**src/rtl/mem_port_arbiter_pkg.sv**
```systemverilog
// Shared encodings for the memory-port arbiter: FSM states and port-select values.
package mem_port_arbiter_pkg;

    typedef enum logic [1:0] {
        ST_IDLE = 2'd0,
        ST_BUSY = 2'd1,
        ST_DONE = 2'd2
    } state_t;

    localparam logic SEL_M0 = 1'b0;
    localparam logic SEL_M1 = 1'b1;

endpackage

```
**src/rtl/mem_port_arbiter_rr_pick2.sv**
```systemverilog
// Combinational two-way round-robin pick: on contention the requester that did
// not win last time gets the grant.
module rr_pick2 (
    input  logic req0,
    input  logic req1,
    input  logic last,
    output logic win,
    output logic any
);

    assign any = req0 | req1;
    assign win = (req0 & req1) ? ~last : req1;

endmodule

```
**src/rtl/mux2t1_32.sv**
```systemverilog
// 32-bit 2:1 mux used to steer requester address/data onto the memory port.
module MUX2T1_32 (
    input  logic [31:0] d0,
    input  logic [31:0] d1,
    input  logic        s,
    output logic [31:0] y
);

    assign y = s ? d1 : d0;

endmodule

```
**src/rtl/mem_port_arbiter.sv**
```systemverilog
// Shares one memory port between instruction fetch (m0) and data access (m1)
// with round-robin grants and a bounded wait on the memory acknowledge.
module mem_port_arbiter
    import mem_port_arbiter_pkg::*;
#(
    parameter int AW       = 32,
    parameter int DW       = 32,
    parameter int WAIT_MAX = 15
) (
    input  logic          clk,
    input  logic          rst,
    input  logic          m0_req,
    input  logic [AW-1:0] m0_addr,
    output logic          m0_ack,
    output logic [DW-1:0] m0_rdata,
    input  logic          m1_req,
    input  logic          m1_we,
    input  logic [AW-1:0] m1_addr,
    input  logic [DW-1:0] m1_wdata,
    output logic          m1_ack,
    output logic [DW-1:0] m1_rdata,
    output logic          err,
    output logic          sel,
    output logic          mem_req,
    output logic          mem_we,
    output logic [AW-1:0] mem_addr,
    output logic [DW-1:0] mem_wdata,
    input  logic [DW-1:0] mem_rdata,
    input  logic          mem_ack
);

    localparam int CW = $clog2(WAIT_MAX + 1);

    state_t        state;
    logic          last;
    logic [CW-1:0] cnt;
    logic          win;
    logic          any;
    logic [AW-1:0] a0_q;
    logic [AW-1:0] a1_q;
    logic [DW-1:0] wd_q;
    logic          done_now;

    rr_pick2 u_pick (
        .req0 (m0_req),
        .req1 (m1_req),
        .last (last),
        .win  (win),
        .any  (any)
    );

    // Each requester keeps its own latched fields; the registered sel picks
    // which set reaches the port, so mem_* only change when the grant does.
    MUX2T1_32 u_addr_mux (
        .d0 (a0_q),
        .d1 (a1_q),
        .s  (sel),
        .y  (mem_addr)
    );

    MUX2T1_32 u_wdata_mux (
        .d0 (32'd0),
        .d1 (wd_q),
        .s  (sel),
        .y  (mem_wdata)
    );

    assign done_now = mem_ack || (cnt == CW'(WAIT_MAX - 1));

    always_ff @(posedge clk or posedge rst) begin
        if (rst) begin
            state    <= ST_IDLE;
            last     <= SEL_M1;
            sel      <= SEL_M0;
            cnt      <= '0;
            mem_req  <= 1'b0;
            mem_we   <= 1'b0;
            a0_q     <= '0;
            a1_q     <= '0;
            wd_q     <= '0;
            m0_ack   <= 1'b0;
            m1_ack   <= 1'b0;
            err      <= 1'b0;
            m0_rdata <= '0;
            m1_rdata <= '0;
        end else begin
            case (state)
                ST_IDLE: begin
                    if (any) begin
                        sel     <= win;
                        last    <= win;
                        cnt     <= '0;
                        mem_req <= 1'b1;
                        mem_we  <= (win == SEL_M1) && m1_we;
                        if (win == SEL_M1) begin
                            a1_q <= m1_addr;
                            wd_q <= m1_wdata;
                        end else begin
                            a0_q <= m0_addr;
                        end
                        state <= ST_BUSY;
                    end
                end
                ST_BUSY: begin
                    if (done_now) begin
                        // A timeout completes like an ack but with err set and no data.
                        mem_req <= 1'b0;
                        mem_we  <= 1'b0;
                        err     <= !mem_ack;
                        if (sel == SEL_M1) begin
                            m1_ack   <= 1'b1;
                            m1_rdata <= (mem_ack && !mem_we) ? mem_rdata : '0;
                        end else begin
                            m0_ack   <= 1'b1;
                            m0_rdata <= mem_ack ? mem_rdata : '0;
                        end
                        state <= ST_DONE;
                    end else begin
                        cnt <= cnt + 1'b1;
                    end
                end
                ST_DONE: begin
                    m0_ack   <= 1'b0;
                    m1_ack   <= 1'b0;
                    err      <= 1'b0;
                    m0_rdata <= '0;
                    m1_rdata <= '0;
                    state    <= ST_IDLE;
                end
                default: state <= ST_IDLE;
            endcase
        end
    end

endmodule

```
**config.mk**
```make
export PLATFORM = sky130hd
export DESIGN_NAME = mem_port_arbiter
export DESIGN_NICKNAME = d
export VERILOG_FILES = /design/src/rtl/mem_port_arbiter_pkg.sv /design/src/rtl/mem_port_arbiter_rr_pick2.sv /design/src/rtl/mux2t1_32.sv /design/src/rtl/mem_port_arbiter.sv
export SDC_FILE = /design/constraint.sdc
export NUM_CORES = 1
export LEC_CHECK = 0
export BUFFER_PORTS_ARGS = -buffer_cell sky130_fd_sc_hd__buf_2
export CORE_MARGIN = 10
export CORE_UTILIZATION = 53
export DETAILED_ROUTE_END_ITERATION = 16
export PLACE_DENSITY = 0.85
export SYNTH_ARGS = -nofsm -noshare
export SYNTH_HDL_FRONTEND = slang
export SYNTH_SLANG_ARGS = --single-unit
```
**constraint.sdc**
```tcl
create_clock -name clk -period 7.8 [get_ports clk]
set_input_delay 0.78 -clock clk [delete_from_list [all_inputs] [get_ports clk]]
set_output_delay 0.78 -clock clk [all_outputs]
set_load 0.1 [all_outputs]
```
# ---- Yosys cells after proc, flatten, opt, wreduce, memory -nomap -nowiden
# Index checks and enable logic that the tools add are counted.
dict set report word_totals {
  regBits 173
  in_bits 134
  out_inout_bits 134
  wordCells 74
}
dict set report classes {
  n_eq_ne 8
  addsub 1
  n_bitwise 4
  n_mux 30
  reduce_logical 17
}
# cell n
set ops {}
lappend ops {{32-bit two-way mux} 8}
lappend ops {{32-bit case mux with 2 select lines} 2}
lappend ops {{3-bit AND reduction} 6}
lappend ops {{2-bit != test (second input constant)} 5}
lappend ops {{1-bit case mux with 2 select lines} 5}
lappend ops {{1-bit two-way mux} 9}
lappend ops {{4-bit two-way mux} 2}
lappend ops {{4-bit case mux with 2 select lines} 1}
lappend ops {{2-bit AND reduction} 3}
lappend ops {{4-bit by 1-bit adder with 4-bit output (second input constant)} 1}
lappend ops {{4-bit equality test (second input constant)} 1}
lappend ops {{2-bit two-way mux} 2}
lappend ops {{2-bit case mux with 2 select lines} 1}
lappend ops {{2-bit nonzero test} 2}
lappend ops {{2-bit by 1-bit equality test with 1-bit output (second input constant)} 1}
lappend ops {{2-bit equality test (second input constant)} 1}
lappend ops {{1-bit logical AND} 2}
lappend ops {{1-bit logical NOT} 2}
lappend ops {{2-bit logical NOT} 1}
lappend ops {{1-bit inverter} 2}
lappend ops {{1-bit AND} 1}
lappend ops {{1-bit logical OR} 1}
lappend ops {{1-bit OR} 1}

# ---- Depth between registers and ports, before layout
dict set report logic_depth {
  depth_word 6
  mapped_depth 7
  depth_no_buf 6
}

# ---- By module
# From an unflattened synthesis, not the netlist that was laid out.
dict set report unflattened {
  hier_cells 489
  area_unflattened_um2 7908.8
}
# module instances area_per_inst_um2 seq_area_each_um2 cells_each
set modules_own_cells {}
lappend modules_own_cells {mem_port_arbiter 1 6806.5 4330.4 415}
lappend modules_own_cells {MUX2T1_32 2 544.3 0.0 36}
lappend modules_own_cells {rr_pick2 1 13.8 0.0 2}

# ---- Worst setup path after synthesis
# No wires, ideal clock.
dict set report synth_path {
  path_kind {register -> output}
  startpoint {register sel}
  endpoint {output port mem_wdata[0]}
  arrival_time_ns 2.420
  path_stages_with_launch 5
  slack_ns 4.600
  path_buffers 3
  cell_sequence {dfrtp_1 -> buf_2 -> buf_2 -> clkbuf_1 -> and2_1}
}
dict set report synth_between {
  elab_chain_len 1
}
# element line
set synth_lines {}
lappend synth_lines {{from (decl)} mem_port_arbiter.sv:23} ;# output logic sel,
lappend synth_lines {{from (signal assigned)} mem_port_arbiter.sv:90} ;# sel <= win;
lappend synth_lines {{32-bit two-way mux} mux2t1_32.sv:9} ;# assign y = s ? d1 : d0;
lappend synth_lines {{to (decl)} mem_port_arbiter.sv:27} ;# output logic [DW-1:0] mem_wdata,
# No other way between the ends.

# ---- Worst setup path after layout
dict set report layout_path {
  startpoint {register sel}
  endpoint {output port mem_addr[10]}
}
dict set report layout_between {
  elab_chain_len 1
}
# element line
set layout_lines {}
lappend layout_lines {{32-bit two-way mux} mux2t1_32.sv:9}
lappend layout_lines {{to (decl)} mem_port_arbiter.sv:26} ;# output logic [AW-1:0] mem_addr,
# No other way between the ends.

==> reports/results.ini <==
[cts]
root_buffer = clkbuf_16
htreeDepth = 4
cts-buffers-inserted = 17
cts_hold_buf = 0
clk_path_buf_depth = 2
cts_tree = yes
cts_setup_buffers = 0
cts-resized-gates = 0
path_clk_slew_ns = 0.06
clock_sinks = 173
clk_latency_ns = 0.41

[yosys]
synthMuxAreaShare = 0.2212
synth_largest_area_cell = dfrtp_1
synth_top_area_share = 0.5900
synth_cells = 485
synthDistinctLibCells = 37
synth-xor-area-share = 0
synth_top_family_by_area = multiplexers
ys_top_cells_by_area = dfrtp_1 (59%), mux2_2 (14%), mux2_4 (7.8%)
syn_nets = 621
yosys.area_share.simple = 0.05745
yosysSeqAreaShare = 0.5936
synth_area_mm2 = 0.007296
synth_compound_area_frac = 0.09175
yosys_warnings = 0
avgSynthCellArea_um2 = 15.04
ys_ff_latch = 173
synthAdderAreaFrac = 0.003430

[setup_path]
start_kind = flip-flop
cp-end-kind = primary output
arrival_ns = 2.33
crit_type = flip-flop to primary output
worstPathRequired_ns = 7.02
crit_fanout = 50

[timing]
skew_ns = 0.007342
slew_headroom = 0.2927
hold_viol = 0
tightestPinTransition_ns = 1.061
timing.fmax_mhz = 321.2
hold_slack_ns = 0.4747
slew_viol_final = 0
rsz0062_at_grt = false
fin_crit_ns = 3.113
setup_viol = 0
min_period_over_period = 0.3991
fin_setup_tns_ns = 0
fin_ws_ns = 4.687

[finish]
nFillCells = 924
multi_input_area_mm2 = 0.002740
syn2layout_area_growth_pct = 27.82
regArea_mm2 = 0.004332
drive_gt1_frac = 0.6140
nNetsFinal = 883
fin_cells = 936

[global_routing]
grt_pass1_wl_mm = 30.48
grt_start_max_net_pins = 103
grt_usage = 0.2083
antenna_found_initial = 3
grt_pass1_vias = 5509
grt.overflow.total = 0

[floorplan]
die_area_mm2 = 0.01886
initial_core_util = 0.5466
die_w_um = 137.3
core.rowCount = 42
core_mm2 = 0.01335
die_h_um = 137.3
top_level_ports = 268

[placed_design]
port_buffers = 267
gp_congestion = 0.9052
place_inst = 904
post-dp-hpwl_mm = 14.55
pre_cts_slack_ns = 5.120

[routing]
drt_iter0_drc = 202
vias = 5053
drt-total-wl_mm = 19.94
wl_per_cell_um = 21.31
ant_nets = 0
viasPerCell = 5.399
drc = 0
dr.pass1.iters = 4

[run_status]
outcome = complete, no violations

[worst_hold_path]
holdCritPathClass = flip-flop to flip-flop

[flow_run]
drv_cap = 0

[worst paths after layout]
check / cells past startpoint / slack (ns) / from / endpoint
hold / removal: 2 / 0.47 / last / last
setup / recovery: 3 / 4.69 / sel / mem_addr[10]
setup reg to reg: 3 / 5.58 / state[0] / a0_q[21]
max in group asynchronous: 3 / 5.83 / rst / m0_rdata[2]
hold reg to reg: 2 / 0.47 / last / last
min in group asynchronous: 2 / 0.54 / rst / a1_q[26]
[cell type report]
class,count,share of cell area
clock buffer,21,0.05152
clock inverter,10,0.01476
tap,176,0.02361
timing repair buffer,274,0.1489
antenna,1,0.0002683
sequential,173,0.4645
inverter,5,0.002549
multi-input combinational,276,0.2938
[flip-flops by register name, summed over array words and instances (netlist names)]
register	count
a0_q	32
a1_q	32
cnt	4
err	1
last	1
m0_ack	1
m0_rdata	32
m1_ack	1
m1_rdata	32
mem_req	1
mem_we	1
sel	1
state	2
wd_q	32
[per-layer routing]
metal | track usage | share of wire | vias to the layer above
li1 | - | - | 2266
met1 | 0.2503 | 0.40 | 2493
met2 | 0.3214 | 0.46 | 261
met3 | 0.09832 | 0.12 | 29
met4 | 0.07553 | 0.017 | 4
met5 | 0 | 0.0014 | -
[placed cells by master (no fill, tap or decap), types with 2 or more instances in the layout]
cell	n
buf_4	7
nand2b_1	2
dfrtp_1	171
mux2_2	90
ha_1	2
a22o_2	16
mux2_4	38
nand3_1	5
buf_2	267
nor2_4	2
clkbuf_16	17
inv_1	4
clkinvlp_4	2
nand2_1	11
o21ai_0	5
bufinv_16	3
mux2i_1	3
and2_1	32
a22o_1	48
clkinv_4	2
clkinv_2	3
nor2_2	2
clkbuf_8	4
nor2_1	3
[cells in the mapped netlist (all sizes together)]
| cell type | instances |
|---|---|
| dfrtp | 172 |
| mux2 | 128 |
| a22o | 64 |
| and2 | 32 |
| buf | 28 |
| nand2 | 12 |
| nand3 | 7 |
| nor2 | 7 |
| o21ai | 6 |
| inv | 5 |
| clkbuf | 3 |
| mux2i | 3 |
| nand2b | 3 |
| ha | 2 |
| nor2b | 2 |
| nor3b | 2 |
| a2111oi | 1 |
| a21oi | 1 |
| a311o | 1 |
| a31oi | 1 |
| and3 | 1 |
| dfstp | 1 |
| nand4 | 1 |
| nor3 | 1 |
| o22ai | 1 |
[through the flow]
step / utilization / area, um^2
global route: 0.6986 / 9325
CTS: 0.6984 / 9323
detailed placement: 0.6521 / 8705
floorplan: - / 7296
global placement: 0.6521 / 8705
finish: 0.6986 / 9325
[worst max-delay path: stages, from the launching register on]
cell,delay (ns)
dfrtp_2,0.68
buf_4,0.52
mux2_2,0.40
buf_2,0.29
[cells by family (layout without fill, tap and decap cells)]
group           after synthesis  count (layout)
simple gates                 68              68
buf+inv                      36             310
compound gates               75              75
mux                         131             131
fa+ha+maj                     2               2
other cells                   0               1
flops                       173             173
Power is not shown: default switching activity piles up to over one toggle a cycle in this logic, so the estimate is an artifact.
